===== config.mk =====
export PLATFORM = sky130hd
export DESIGN_NAME = flit_vc_buffer
export DESIGN_NICKNAME = d
export VERILOG_FILES = /design/src/rtl/flit_vc_buffer.sv
export SDC_FILE = /design/constraint.sdc
export NUM_CORES = 2
export LEC_CHECK = 0
export ABC_AREA = 1
export BUFFER_PORTS_ARGS = -buffer_cell sky130_fd_sc_hd__buf_4
export CORE_MARGIN = 10
export CORE_UTILIZATION = 30
export CTS_CLUSTER_SIZE = 25
export DETAILED_ROUTE_END_ITERATION = 10
export GPL_TIMING_DRIVEN = 0
export PLACE_DENSITY_LB_ADDON = 0.2
export SLEW_MARGIN = 20
export SYNTH_ARGS = -nofsm -noshare
export SYNTH_HDL_FRONTEND = slang
export SYNTH_SLANG_ARGS = --single-unit
export TNS_END_PERCENT = 10

===== constraint.sdc =====
create_clock -name clk -period 24.8 [get_ports clk]
set_input_delay 4.96 -clock clk [delete_from_list [all_inputs] [get_ports clk]]
set_output_delay 4.96 -clock clk [all_outputs]
set_load 0.005 [all_outputs]

===== src/rtl/flit_vc_buffer.sv =====
// Multi-virtual-channel flit FIFO: NUM_VC independent ring buffers with per-VC state reporting.
// Optional: define FLIT_BUF_DROP_NOPE_EN to silently consume NOPE-type flits on push.
module flit_vc_buffer #(
  parameter int unsigned FLIT_WIDTH = 128,
  parameter int unsigned NUM_VC     = 2,
  parameter int unsigned DEPTH      = 8,
  parameter int unsigned AF_TH      = 1,
  localparam int unsigned VCW       = (NUM_VC > 1) ? $clog2(NUM_VC) : 1,
  localparam int unsigned PW        = $clog2(DEPTH),
  localparam int unsigned CW        = PW + 1
) (
  input  logic                   clk,
  input  logic                   rst_n,
  input  logic                   in_valid,
  input  logic [VCW-1:0]         in_vc,
  input  logic [FLIT_WIDTH-1:0]  in_flit,
  output logic                   in_ready,
  input  logic [VCW-1:0]         out_vc,
  input  logic                   out_ready,
  output logic                   out_valid,
  output logic [FLIT_WIDTH-1:0]  out_flit,
  output logic [2*NUM_VC-1:0]    vc_state,
  output logic [NUM_VC*CW-1:0]   vc_count,
  output logic                   err_overflow,
  input  logic                   err_clear
);

  typedef enum logic [1:0] {
    StEmpty      = 2'd0,
    StVacant     = 2'd1,
    StAlmostFull = 2'd2,
    StFull       = 2'd3
  } vc_state_e;

  logic [FLIT_WIDTH-1:0] mem_q [NUM_VC][DEPTH];

  logic [PW-1:0] head_q  [NUM_VC];
  logic [PW-1:0] head_d  [NUM_VC];
  logic [PW-1:0] tail_q  [NUM_VC];
  logic [PW-1:0] tail_d  [NUM_VC];
  logic [CW-1:0] count_q [NUM_VC];
  logic [CW-1:0] count_d [NUM_VC];
  vc_state_e     state_q [NUM_VC];
  vc_state_e     state_d [NUM_VC];
  logic          err_q, err_d;

  logic           in_vc_ok, out_vc_ok;
  logic [VCW-1:0] in_idx, out_idx;
  logic           in_full;
  logic           is_nope;
  logic           push_fire, pop_fire, overflow;

  // Out-of-range VC selects (non-power-of-two NUM_VC) are masked to VC0 for indexing only.
  assign in_vc_ok  = 32'(in_vc) < NUM_VC;
  assign out_vc_ok = 32'(out_vc) < NUM_VC;
  assign in_idx    = in_vc_ok  ? in_vc  : '0;
  assign out_idx   = out_vc_ok ? out_vc : '0;

  assign in_full   = (count_q[in_idx] == CW'(DEPTH));
  assign in_ready  = in_vc_ok && !in_full;
  assign out_valid = out_vc_ok && (count_q[out_idx] != '0);
  assign out_flit  = mem_q[out_idx][head_q[out_idx]];

`ifdef FLIT_BUF_DROP_NOPE_EN
  assign is_nope = (in_flit[FLIT_WIDTH-5:FLIT_WIDTH-8] == 4'd3);
`else
  assign is_nope = 1'b0;
`endif

  assign push_fire = in_valid && in_ready && !is_nope;
  assign pop_fire  = out_ready && out_valid;
  assign overflow  = in_valid && in_vc_ok && in_full;

  function automatic vc_state_e state_of(input logic [CW-1:0] cnt);
    if (cnt == '0) begin
      return StEmpty;
    end else if (cnt == CW'(DEPTH)) begin
      return StFull;
    end else if ((CW'(DEPTH) - cnt) <= CW'(AF_TH)) begin
      return StAlmostFull;
    end else begin
      return StVacant;
    end
  endfunction

  always_comb begin
    for (int v = 0; v < NUM_VC; v++) begin
      logic push_v, pop_v;
      push_v     = push_fire && (in_idx == VCW'(v));
      pop_v      = pop_fire && (out_idx == VCW'(v));
      head_d[v]  = head_q[v] + PW'(pop_v);
      tail_d[v]  = tail_q[v] + PW'(push_v);
      count_d[v] = count_q[v] + CW'(push_v) - CW'(pop_v);
      // State tracks the next count so it is never a cycle behind vc_count.
      state_d[v] = state_of(count_d[v]);
    end
  end

  always_comb begin
    err_d = err_q;
    if (overflow) begin
      err_d = 1'b1;
    end else if (err_clear) begin
      err_d = 1'b0;
    end
  end

  always_ff @(posedge clk or negedge rst_n) begin
    if (!rst_n) begin
      for (int v = 0; v < NUM_VC; v++) begin
        head_q[v]  <= '0;
        tail_q[v]  <= '0;
        count_q[v] <= '0;
        state_q[v] <= StEmpty;
      end
      err_q <= 1'b0;
    end else begin
      for (int v = 0; v < NUM_VC; v++) begin
        head_q[v]  <= head_d[v];
        tail_q[v]  <= tail_d[v];
        count_q[v] <= count_d[v];
        state_q[v] <= state_d[v];
      end
      err_q <= err_d;
    end
  end

  // Storage is never reset; validity is governed entirely by the counters.
  always_ff @(posedge clk) begin
    if (push_fire) begin
      mem_q[in_idx][tail_q[in_idx]] <= in_flit;
    end
  end

  for (genvar v = 0; v < NUM_VC; v++) begin : g_vc_out
    assign vc_state[2*v +: 2]  = state_q[v];
    assign vc_count[CW*v +: CW] = count_q[v];
  end

  assign err_overflow = err_q;

endmodule


======== Word-level counts from Yosys, hierarchy flattened ========
Memories as Yosys holds them, arrays and structs flattened.
Index checks and enable logic that the tools add are counted.
word-level totals
  memory bits (writable) .................. 2048
  bits of input ports ..................... 135
  memory bits (read-only) ................. 0
  bits in latches ......................... 0
  word-level logic and storage cells ...... 76
  memories kept ........................... 1
  register bits ........................... 25
  output and inout bits ................... 143
cells by class
  equal/unequal tests ..................... 3
  bitwise logic cells ..................... 6
  multiply operators ...................... 0
  divide/modulo/power cells ............... 0
  muxes and demuxes ....................... 27
  shift-type cells ........................ 0
  reductions and logical operators ........ 13
  add/sub/neg operators ................... 10
  $lt $le $gt $ge ......................... 7
memories
  name   words  width  rd ports  clocked after memory_dff  write ports  line  source
  mem_q  2      1024   1         0                         1            35    logic [FLIT_WIDTH-1:0] mem_q [NUM_VC][DEPTH];
operators by type and width
  operator                                                                           number
  1024-bit 2-to-1 mux                                                                1
  128-bit binary-select mux with 3-bit select                                        1
  128-bit demux with 3-bit select                                                    1
  128-bit 2-to-1 mux                                                                 3
  4-bit 2-to-1 mux                                                                   6
  3-bit 2-to-1 mux                                                                   6
  3-bit by 1-bit adder with 3-bit output                                             4
  4-bit == test (second input constant)                                              3
  2-bit 2-to-1 mux                                                                   6
  4-bit by 1-bit adder with 4-bit output                                             2
  4-bit >= comparator (second input constant)                                        2
  4-bit by 1-bit less-or-equal comparator with 1-bit output (second input constant)  2
  1-bit logical AND                                                                  8
  4-bit logical NOT                                                                  2
  3-bit inverter with 4-bit output                                                   2
  4-bit by 1-bit subtractor with 4-bit output                                        2
  4-bit subtractor (first input constant)                                            2
  2-bit >= comparator (second input constant)                                        2
  4-bit by 1-bit less-than comparator with 1-bit output (second input constant)      1
  1-bit inverter with 2-bit output                                                   2
  4-bit nonzero test                                                                 1
  1-bit 2-to-1 mux                                                                   3
  1-bit inverter                                                                     2
  2-bit nonzero test                                                                 1
  1-bit logical NOT                                                                  1

======== Depth between registers and ports, before layout ========
  word-level depth ........................ 15
  gate-level depth with buffers ........... 20
  mapped depth without buffers ............ 16

======== Least setup slack after synthesis ========
No wires, ideal clock.
  kind .................................... input -> register
  start ................................... input port in_vc
  end ..................................... memory mem_q[0][768] (netlist bit) (enable)
  path slack .............................. 9562 ps
  data arrival time ....................... 14466 ps
  buffers on the path ..................... 2
  data required time ...................... 24028 ps
  setup time .............................. 772 ps
  stages on the path ...................... 8
  cells stage by stage .................... buf_2 > inv_1 > clkbuf_1 > nand2_1 > o21ai_0 > nor2_1 > nand2_1 > nor3_1
between the ends
  cells in the longest elaborated chain, start to end .. 10
  elaborated cells between the ends (all ways) .. 18
  classes of those cells .................. order compare (2); eq/ne (1); mux (10); bitwise (2); reduce/logical (3)
RTL lines
  element                                                                                                             line     source
  from (decl)                                                                                                         15       input logic [VCW-1:0] in_vc,
  1-bit inverter with 2-bit output (not written as such)                                                              59, 131
  3-bit 2-to-1 mux (not written as such) (3 in series)                                                                131      mem_q[in_idx][tail_q[in_idx]] <= in_flit;
  3-bit inverter with 4-bit output (not written as such)                                                              131
  4-bit >= comparator (not written as such) or 4-bit by 1-bit less-than comparator with 1-bit output (tied branches)  131
  1-bit logical AND (not written as such)                                                                             131
  128-bit 2-to-1 mux (not written as such)                                                                            131
  128-bit demux with 3-bit select                                                                                     131
  1024-bit 2-to-1 mux (not written as such)                                                                           131
  to (decl)                                                                                                           35
Several ways; a longest one is shown, not always the timed one. The select of a mux whose other input is x is not followed.

======== Final worst setup path ========
  start ................................... input port out_vc
  end ..................................... output port out_flit[29]
between the ends
  cells in the longest elaborated chain, start to end .. 8
  elaborated cells between the ends (all ways) .. 9
  classes of those cells .................. mux (6); bitwise (2); memory (1)
RTL lines
  element                                                   line  source
  from (decl)                                               18    input logic [VCW-1:0] out_vc,
  1-bit inverter with 2-bit output (not written as such)    62    assign out_flit = mem_q[out_idx][head_q[out_idx]];
  3-bit 2-to-1 mux (not written as such) (3 in series)      62
  3-bit inverter with 4-bit output (not written as such)    62
  128-bit binary-select mux with 3-bit select *             62
  128-bit 2-to-1 mux (not written as such) * (2 in series)  62
  to (decl)                                                 21    output logic [FLIT_WIDTH-1:0] out_flit,
Every way passes the cells marked *; elsewhere a longest branch is shown, timed or not. The select of a mux whose other input is x is not followed.

==> flow_summary.json <==
{
  "worstHoldStart": "tail_q[2]",
  "pin_count": 278,
  "wire_per_inst_microns": 20.1,
  "setup-tns-final_ns": 0,
  "dr_total_vias": 58200,
  "regToRegStartpoint": "vc_count[2]",
  "cp.buffers_inverters": 6,
  "first_pass_iters": 7,
  "hold_buffers": 0,
  "endpoint_kind": "output pin",
  "fin_util_pct": 35.7,
  "crit_type": "primary input to output pin",
  "ys_ff_latch": 2073,
  "synth_edf_count": 2048,
  "grt_pass1_vias": 56200,
  "seq_area_frac_synth_pct": 71.4,
  "ys_types": 25,
  "drtAntennaViolNets": 0,
  "synth_top_cells_by_count": "5800 x nand2_1, 2048 x edfxtp_1, 300 x buf_2",
  "grtUsageTotal_pct": 16.5,
  "fmax_ghz": 0.0792,
  "die_w_microns": 558,
  "die_h_microns": 558,
  "finClkSkew_ns": 0.0407,
  "initial_core_util_pct": 30.2,
  "rsz0062_at_grt": "no",
  "multi_input_area_sq_um": 22500,
  "coreArea_sq_um": 288000,
  "cts.sinks": 2073,
  "drt_iter0_drc": 4151,
  "hpwlAfterDp_microns": 189000,
  "grt_antenna_before_repair": 46,
  "grt_max_degree": 26,
  "place_area_sq_um": 96200,
  "synth_area_sq_um": 87000,
  "post-cts-setup-buffers": 0,
  "yosys.area.top_type_share_pct": 70.7,
  "area_growth_pct": 18.5,
  "syn_nets": 8569,
  "ir_drop_mv": 0.0532,
  "p_per_area_nw_per_um2": 96.1,
  "period_needed_ns": 12.62,
  "design_area_sq_um": 103000,
  "path_clk_slew_ns": 0.06,
  "drive_above_1_share_pct": 13.5,
  "hold_path.class": "register to register",
  "slowest_stage": "buf_2",
  "async_reset_ff_share_pct": 1.21,
  "cts_max_level": 4,
  "post-route-period-util_pct": 50.9,
  "cp-startpoint": "out_vc",
  "cp.arrival_ns": 7.66,
  "status": "finished clean",
  "final_nets": 9370,
  "synth-main-ff-cell": "edfxtp_1",
  "cp.required_ns": 19.84,
  "cpLargestDelayFamily": "buffers and inverters",
  "syn_avg_cell_area_sq_um": 10.3,
  "cts_root_buf": "clkbuf_16",
  "cts_tree": "yes",
  "slew_violations": 0,
  "setup_viol_count_final": 0,
  "cp_max_fo": 10,
  "port-buffer-count": 275,
  "final_cell_count_no_fill": 13200,
  "path_cells": "buf_6, buf_4, nand2_1, o21ai_2, inv_1, buf_2, buf_1, nand2_1, nand2_1, buf_4",
  "crit_top_cell": "nand2_1",
  "synth_area_leaders": "edfxtp_1 71%, nand2_1 25%, buf_2 1.7%",
  "slew_headroom_pct": 33.8,
  "clock_latency_ns": 0.88,
  "finalPower_mw": 9.90,
  "vias_per_cell": 4.41,
  "n_fill_cell": 28800,
  "synth_most_common_cell": "nand2_1",
  "drc_errors": 0,
  "yosys_warnings": 0,
  "cts_buffers": 228,
  "holdWs_ns": 0.466,
  "placed_cells": 12800,
  "critical_path.max_stage_delay_ns": 0.71,
  "startpoint_type": "primary input",
  "grt_pass1_wl_microns": 386000,
  "tightest_slew_ns": 0.994,
  "yosysTopAreaCell": "edfxtp_1",
  "dieArea_sq_um": 312000,
  "gp_congestion": 0.781,
  "clk_path_buf_depth": 4,
  "netlist_instances": 8416,
  "fin_ws_ns": 12.18,
  "seq_area_sq_um": 62100,
  "drt-total-wl_microns": 265000,
  "hold_violations": 0,
  "cts-resized-gates": 0,
  "p_leak_nw": 44.0,
  "dp_slack_ns": 12.17,
  "grt.overflow.total": 0,
  "drv_cap": 0,
  "rows": 197
}
-- sequential cells by signal, indices dropped and copies added (netlist names) --
| signal | flops |
|---|---|
| err_overflow | 1 |
| head_q | 6 |
| mem_q | 2048 |
| tail_q | 6 |
| vc_count | 8 |
| vc_state | 4 |
-- cells by family (layout without fill, tap and decap cells) --
group,after synthesis,after routing,synth area share [%]
other,0,17,0
DFF,2073,2073,71.4
xor gates and xnor gates,8,8,0.0806
AOI/OAI and AO/OA,10,10,0.0662
adders and majority gates,18,18,0.276
buffers and inverters,461,1432,2.85
and+or+nand+nor,5846,5846,25.3
-- cell type report --
class	instances	area share [%]
Antenna cell	17	0.0413
Buffer	429	2.29
Clock buffer	294	5.84
Clock inverter	106	0.733
Inverter	32	0.117
Multi-Input combinational cell	5882	21.8
Sequential cell	2073	60.3
Tap cell	3781	4.59
Timing Repair Buffer	571	4.31
-- placed cells by master (no fill, tap or decap), drive strengths merged --
cell type | synthesis | layout
nand2 | 5802 | 5802
edfxtp | 2048 | 2048
buf | 407 | 978
clkbuf | 22 | 316
clkinv | 0 | 89
inv | 32 | 34
dfrtp | 25 | 25
diode | 0 | 17
nor3 | 16 | 16
ha | 16 | 16
nor2 | 15 | 15
bufinv | 0 | 11
o21ai | 10 | 10
nand3 | 7 | 7
xor2 | 6 | 6
clkinvlp | 0 | 4
nand4 | 2 | 2
xnor2 | 2 | 2
or2 | 2 | 2
nand3b | 2 | 2
fa | 2 | 2
-- layer usage --
layer  vias to the layer above  part of all wire (%)  wire length (microns)  track usage (%)
li1                      28800                     -                      -                -
met1                     27600                    46                 122000             23.0
met2                      1343                    45                 120000             26.4
met3                       395                   5.4                  14300             2.55
met4                        38                   3.3                   8700             5.39
met5                         -                 0.083                    219                0
-- path summary, 6_finish.rpt --
check	endpoint	slack (ns)	cells past startpoint
min reg2reg	tail_q[2]	0.47	1
max	out_flit[29]	12.18	10
max in group asynchronous	head_q[1]	20.47	1
max reg2reg	mem_q[1][464]	20.37	14
min	tail_q[2]	0.47	1
min in group asynchronous	vc_count[7]	4.01	1
-- power breakdown --
group          switching [mW]  total, mW  internal [mW]
clock network            1.37       3.17           1.80
logic                    1.79       2.53          0.744
registers              0.0597       4.20           4.14
total                    3.22       9.90           6.69
(Power assumes the default switching activity.)
